<file path="src/rtl/if_stage_pkg.sv">
// -----------------------------------------------------------------------------
// if_stage_pkg
//   Shared definitions for the instruction fetch stage: bus widths, the packed
//   layouts of the pre-IF -> IF and IF -> ID buses, exception codes and the
//   reset PC.
// -----------------------------------------------------------------------------
package if_stage_pkg;

  localparam int PS_TO_FS_BUS_WD = 39;
  localparam int FS_TO_DS_BUS_WD = 70;

  localparam logic [31:0] RESET_PC = 32'hBFC0_0000;

  // MIPS-style exception codes carried in exctype.
  localparam logic [4:0] EXC_INT  = 5'h00;
  localparam logic [4:0] EXC_MOD  = 5'h01;
  localparam logic [4:0] EXC_TLBL = 5'h02;
  localparam logic [4:0] EXC_TLBS = 5'h03;
  localparam logic [4:0] EXC_ADEL = 5'h04;
  localparam logic [4:0] NO_EX    = 5'h1f;

  // Instruction substituted when no ICache request was made for the slot.
  localparam logic [31:0] NOP_INST = 32'h0000_0000;

  // {inst_valid, pc, ex, exctype}
  typedef struct packed {
    logic        inst_valid;
    logic [31:0] pc;
    logic        ex;
    logic [4:0]  exctype;
  } ps_to_fs_t;

  // {pc, inst, ex, exctype}
  typedef struct packed {
    logic [31:0] pc;
    logic [31:0] inst;
    logic        ex;
    logic [4:0]  exctype;
  } fs_to_ds_t;

endpackage

</file>
<file path="src/rtl/if_stage.sv">
// -----------------------------------------------------------------------------
// if_stage
//   Fetch stage between pre-IF and decode. Holds one PC slot, pairs it with
//   the ICache read data, buffers that data while decode stalls, and drops the
//   stale ICache response left behind when a flush kills an in-flight fetch.
//
// Ports
//   clk            clock, all state on posedge
//   reset          synchronous active-high reset
//   ps_to_fs_bus   pre-IF payload {inst_valid, pc, ex, exctype}
//   ps_to_fs_valid pre-IF payload valid
//   fs_allowin     fetch stage can accept a payload this cycle
//   icache_busy    ICache is not returning data this cycle
//   icache_rdata   ICache instruction data, valid when icache_busy=0
//   ds_allowin     decode can accept a bundle
//   fs_to_ds_valid bundle valid to decode
//   fs_to_ds_bus   bundle {pc, inst, ex, exctype}
//   flush          exception / eret / refetch flush
//   br_flush       branch mispredict flush
// -----------------------------------------------------------------------------
module if_stage
  import if_stage_pkg::*;
(
  input  logic                       clk,
  input  logic                       reset,
  input  logic [PS_TO_FS_BUS_WD-1:0] ps_to_fs_bus,
  input  logic                       ps_to_fs_valid,
  output logic                       fs_allowin,
  input  logic                       icache_busy,
  input  logic [31:0]                icache_rdata,
  input  logic                       ds_allowin,
  output logic                       fs_to_ds_valid,
  output logic [FS_TO_DS_BUS_WD-1:0] fs_to_ds_bus,
  input  logic                       flush,
  input  logic                       br_flush
);

  ps_to_fs_t ps_in;
  fs_to_ds_t ds_out;

  logic        fs_valid;
  logic [31:0] fs_pc;
  logic        fs_req;
  logic        fs_ex;
  logic [4:0]  fs_exctype;
  logic        buf_valid;
  logic [31:0] inst_buf;
  logic        cancel;

  logic        kill;
  logic        fs_ready_go;
  logic        load;
  logic        buf_capture;
  logic        rsp_outstanding;
  logic [31:0] fs_inst;

  assign ps_in = ps_to_fs_bus;
  assign kill  = flush | br_flush;

  // While cancel is set the next returning beat belongs to a killed fetch,
  // so the current slot must not treat it as its own.
  assign fs_ready_go    = ~fs_req | buf_valid | (~icache_busy & ~cancel);
  assign fs_allowin     = kill | ~fs_valid | (fs_ready_go & ds_allowin);
  assign fs_to_ds_valid = fs_valid & fs_ready_go & ~kill;

  assign load = fs_allowin & ps_to_fs_valid & ~kill;

  // ICache data is only present for one cycle; hold it if decode cannot take it.
  assign buf_capture = fs_valid & fs_req & ~buf_valid & ~cancel & ~icache_busy
                     & ~ds_allowin & ~kill;

  // A request has been issued for this slot but its data has not come back.
  assign rsp_outstanding = fs_valid & fs_req & ~buf_valid & icache_busy;

  // NOTE: every output of a combinational block gets a default assignment
  // first, so no path leaves it unassigned and no latch is inferred.
  always_comb begin
    fs_inst = NOP_INST;
    if (buf_valid) begin
      fs_inst = inst_buf;
    end else if (fs_req) begin
      fs_inst = icache_rdata;
    end
  end

  assign ds_out.pc      = fs_pc;
  assign ds_out.inst    = fs_inst;
  assign ds_out.ex      = fs_ex;
  assign ds_out.exctype = fs_exctype;
  assign fs_to_ds_bus   = ds_out;

  // NOTE: sequential state uses non-blocking assignments so every register
  // samples the pre-edge values regardless of statement order.
  always_ff @(posedge clk) begin
    if (reset) begin
      fs_valid   <= 1'b0;
      fs_pc      <= 32'h0;
      fs_req     <= 1'b0;
      fs_ex      <= 1'b0;
      fs_exctype <= 5'h0;
      buf_valid  <= 1'b0;
      inst_buf   <= 32'h0;
      cancel     <= 1'b0;
    end else begin
      // Slot occupancy: kill wins over everything, then the normal handoff.
      if (kill) begin
        fs_valid  <= 1'b0;
        buf_valid <= 1'b0;
      end else if (fs_allowin) begin
        fs_valid  <= ps_to_fs_valid;
        buf_valid <= 1'b0;
      end else if (buf_capture) begin
        buf_valid <= 1'b1;
      end

      if (load) begin
        fs_pc      <= ps_in.pc;
        fs_req     <= ps_in.inst_valid;
        fs_ex      <= ps_in.ex;
        fs_exctype <= ps_in.exctype;
      end

      if (buf_capture) begin
        inst_buf <= icache_rdata;
      end

      // Remember that one returning beat must be swallowed. A kill that
      // arrives while already cancelling keeps the flag up.
      if (kill && (cancel || rsp_outstanding)) begin
        cancel <= 1'b1;
      end else if (cancel && !icache_busy) begin
        cancel <= 1'b0;
      end
    end
  end

endmodule

</file>
<file path="config.mk">
export PLATFORM = sky130hd
export DESIGN_NAME = if_stage
export DESIGN_NICKNAME = d
export VERILOG_FILES = /design/src/rtl/if_stage_pkg.sv /design/src/rtl/if_stage.sv
export SDC_FILE = /design/constraint.sdc
export NUM_CORES = 1
export LEC_CHECK = 0
export CORE_AREA = 8 8 102 104
export CTS_CLUSTER_DIAMETER = 40
export DETAILED_ROUTE_END_ITERATION = 10
export DIE_AREA = 0 0 110 112
export GPL_ROUTABILITY_DRIVEN = 0
export PLACE_DENSITY = 0.71
export SYNTH_ARGS = -nofsm -noshare
export SYNTH_HDL_FRONTEND = slang
export SYNTH_SLANG_ARGS = --single-unit
</file>
<file path="constraint.sdc">
create_clock -name clk -period 1.95 [get_ports clk]
set_clock_uncertainty 0.1 [all_clocks]
set_input_delay 0.39 -clock clk [delete_from_list [all_inputs] [get_ports clk]]
set_output_delay 0.39 -clock clk [all_outputs]
set_load 0.005 [all_outputs]
</file>
Yosys cells after proc, flatten, opt, wreduce, memory -nomap -nowiden:

Cells that the tools add are included.
W data, S select, Z words.

* register bits after elaboration: 74
* bits of input ports: 78

* muxes and demuxes: 4
* bitwise gates (word level): 25
* reductions and logical operators: 7

Operator list (count)
* $mux W32: 2
* $and A1 B1 Y1: 13
* $not A1 Y1: 7
* $or A1 B1 Y1: 5
* $reduce_or A3 Y1: 1
* $logic_and A1 B1 Y1: 2
* $mux W1: 2
* $reduce_bool A2 Y1: 1
* $reduce_or A2 Y1: 1
* $logic_not A1 Y1: 1
* $logic_or A1 B1 Y1: 1

Longest topological paths before layout:

* word-level depth: 7
* mapped depth: 8
* gate-level depth less buffers: 4

Worst setup path before layout:

OpenSTA, ideal clock, no wires.

* kind: register to output
* from: register fs_req
* to: output port fs_to_ds_bus[10]
* arrival time: 1.129 ns
* required time: 1.460 ns
* slack: 0.331 ns
* stages on the path, launching flop included: 5
* buffers on the path: 2
* path through: dfxtp_1 nor2b_1 buf_2 clkbuf_1 a22o_1

* cells in the longest elaborated chain, start to end: 2

Ends and longest elaborated chain
* start: declaration: line if_stage.sv:43 `logic fs_req;`
* start signal: assignment: line if_stage.sv:118 `fs_req <= ps_in.inst_valid;`
* $mux W32: line if_stage.sv:81 `end else if (fs_req) begin`
* $mux W32: line if_stage.sv:79 `if (buf_valid) begin`
* end: declaration: line if_stage.sv:33 `output logic [FS_TO_DS_BUS_WD-1:0] fs_to_ds_bus,`

Every way passes these cells.

Final worst setup path:

* from: register fs_req
* to: output port fs_to_ds_bus[27]

The elaborated chain is that of the path after synthesis.

==> impl_metrics.csv <==
group,metric,value,unit
finish,antennaDiodeCount,0,
sta,finalHoldViolations,0,
yosys,synth_cell_type_count,25,
grt,grt-ovfl-total,0,
clocking,cts_buffers,9,
yosys,ys_seq_area_frac,0.491,
die,num_rows,35,
finish,layout-drive-gt1-share,0.162,
sta,worst_pin_slew,0.328,ns
sta,max-slew-margin-rel,0.781,
pwr,seqPwrFrac,0.504,
yosys,syn-cell-area,0.00302,mm2
finish,final_nets,563,
pwr,clockPowerShare,0.367,
yosys,synth_top_area_cell,"dfxtp_1",
sta,report.final.slew_viol_count,0,
grt,grt_pass1_vias,2856,
sta,rsz0062_at_grt,"yes",
clocking,htreeDepth,3,
grt,grt_pass1_wl,14300,um
pwr,vdd_drop_max,385,uV
clocking,clock-root-buffer,"clkbuf_8",
yosys,synth_common_cells,"dfxtp_1, nand2_1, nor2_1",
clocking,cts_tree,"yes",
setup_path,crit_type,"reg2out",
finish,final_cells,600,
clocking,clkLatencyLatePin,0.33,ns
place,dp_worst_setup_slack,-0.338,ns
pwr,p_sw_frac,0.216,
grt,antenna_found_initial,0,
die,core,0.00889,mm2
place,io_buffer_count,149,
pwr,pwr-share-comb,0.129,
route,drt-initial-drc-count,99,
route,vias,2865,
die,fp.dieW,110,um
setup_path,crit_required,1.46,ns
route,ant_nets,0,
yosys,synth_top_area_share,0.491,
pwr,internal-power,0.00242,W
pwr,p_per_area,635,mW/mm2
die,io_pins,150,
yosys,synthCells,330,
worst_hold_path,hp-class,"reg2reg",
sta,setup_viol,0,
die,fp.dieH,112,um
yosys,ys.flop_type,"dfxtp_1",
clocking,hold_buffers,0,
yosys,yosys_warnings,0,
route,wirelength,9090,um
yosys,ys_ff_latch,74,
pwr,power.total,0.00308,W
yosys,avgSynthCellArea,9.14,um2
finish,fill_cells,842,
setup_path,cp_max_fo,7,
route,wire_per_inst,15.2,um
grt,grt_max_degree,75,
die,fp.dieArea,0.0123,mm2
yosys,yosys-top-cells-area,"dfxtp_1, mux2i_1, a22o_1, nand2_1, a21oi_1",
yosys,synth_most_common_cell,"dfxtp_1",
clocking,clk_pin_slew,0.07,ns
pwr,power_switching,0.000665,W
grt,grt_usage,0.145,
die,initial_core_util,0.339,
sta,finalCriticalPeriod,1.93,ns
finish,syn_to_final_growth,60.8,%
pwr,leakage,2.13,nW
setup_path,start_kind,"flop",
route,drtPass1Iterations,5,
sta,fmax,517,MHz
yosys,syn_nets,408,
setup_path,arrival,1.44,ns
sta,finalSetupTns,0,ns
route,drc,0,
job,maxCapViolCount,0,
clocking,cts.path.max_buffers,2,
outcome,status,"completed",
sta,setup_ws,0.0172,ns
yosys,synth_edf_count,0,
clocking,clkSinkCount,74,
yosys,async_reset_ff_frac,0,
sta,period_share,0.991,
place,place.detailed.hpwl,6390,um
route,via_per_inst,4.78,
place,dp_cells,576,
setup_path,worstSetupEndpointType,"output pin",
-- critical path: stages, from the launching register on --
cell and delay [ns]:
dfxtp_2 0.32, nor2b_4 0.13, buf_6 0.13, buf_12 0.13, buf_6 0.11, a22o_1 0.17
buf_2 0.12
-- registers in the layout, summed over array words and instances, names as in the netlist --
signal and count:
inst_buf 32, fs_ex 1, fs_exctype 5, fs_valid 1
fs_pc 32, fs_req 1, cancel 1, buf_valid 1
-- layout make-up --
type	instances	area [um2]	share of cell area
multi-input cells	228	1390	0.286
repair buffers	172	1650	0.341
well taps	111	139	0.0286
flip-flops and latches	74	1490	0.307
clock buffers	12	145	0.0299
clock inverters	3	40.0	0.00826
-- per-layer routing --
metal | wire length, um | part of all wire | vias up | global-route usage
met4 | 177 | 0.019 | 0 | 0.0604
met2 | 4240 | 0.47 | 89 | 0.222
met1 | 3830 | 0.42 | 1326 | 0.173
met3 | 848 | 0.093 | 14 | 0.0583
met5 | 0 | 0 | - | 0
li1 | - | - | 1436 | -
-- placed cells by master, fill, tap and decap left out, drive strengths merged, types with 2 or more instances in the layout --
| cell type | synthesis | final |
|---|---|---|
| o21ai | 2 | 2 |
| a21oi | 35 | 35 |
| a22o | 31 | 31 |
| nand2b | 2 | 2 |
| mux2i | 39 | 39 |
| buf | 12 | 44 |
| nor3 | 2 | 2 |
| nand2 | 67 | 67 |
| clkinv | 0 | 2 |
| nor2 | 41 | 41 |
| clkbuf | 16 | 25 |
| clkdlybuf4s50 | 0 | 113 |
| dfxtp | 74 | 74 |
-- timing repair --
item                                    4_1_cts  5_1_grt
cloned                                        2        1
pin swaps                                     1        3
resized for setup                           124       15
endpoints found under the setup margin       34       16
buffers inserted                              6        0
-- worst paths after layout --
check                           depth (start not counted)   startpoint               end  slack [ns]
worst max-delay path                                    6       fs_req  fs_to_ds_bus[27]        0.02
worst min-delay path                                    2  inst_buf[9]       inst_buf[9]        0.36
worst max register to register                          7       cancel         fs_pc[27]        0.25
worst min register to register                          2  inst_buf[9]       inst_buf[9]        0.36
-- cells by family (layout without fill, tap and decap cells) --
group                  after synthesis  after routing  synth area share
buffers and inverters               28            187            0.0560
muxes                               39             39             0.129
DFF                                 74             74             0.491
and+or+nand+nor                    118            118             0.161
AOI/OAI and AO/OA                   71             71             0.162
-- metrics by stage --
stage | instance area [um2] | util | hold slack, ns
2_1_floorplan | 3020 | - | 0.337
3_5_place_dp | 4670 | 0.525 | 0.348
5_1_grt | 4850 | 0.546 | 0.374
3_3_place_gp | 4670 | 0.525 | 0.341
6_report | 4850 | 0.546 | 0.356
4_1_cts | 4890 | 0.550 | 0.358
-- power by group through the flow --
stage / combinational, W / sequential, W / clock, W
detailed placement: 0.000398 / 0.00159 / 0
global route: 0.000430 / 0.00156 / 0.00125
finish: 0.000397 / 0.00155 / 0.00113
CTS: 0.000402 / 0.00155 / 0.00118
floorplan: 0.000115 / 0.00159 / 0
global placement: 0.000394 / 0.00159 / 0
Power figures use the tool's default switching activity.
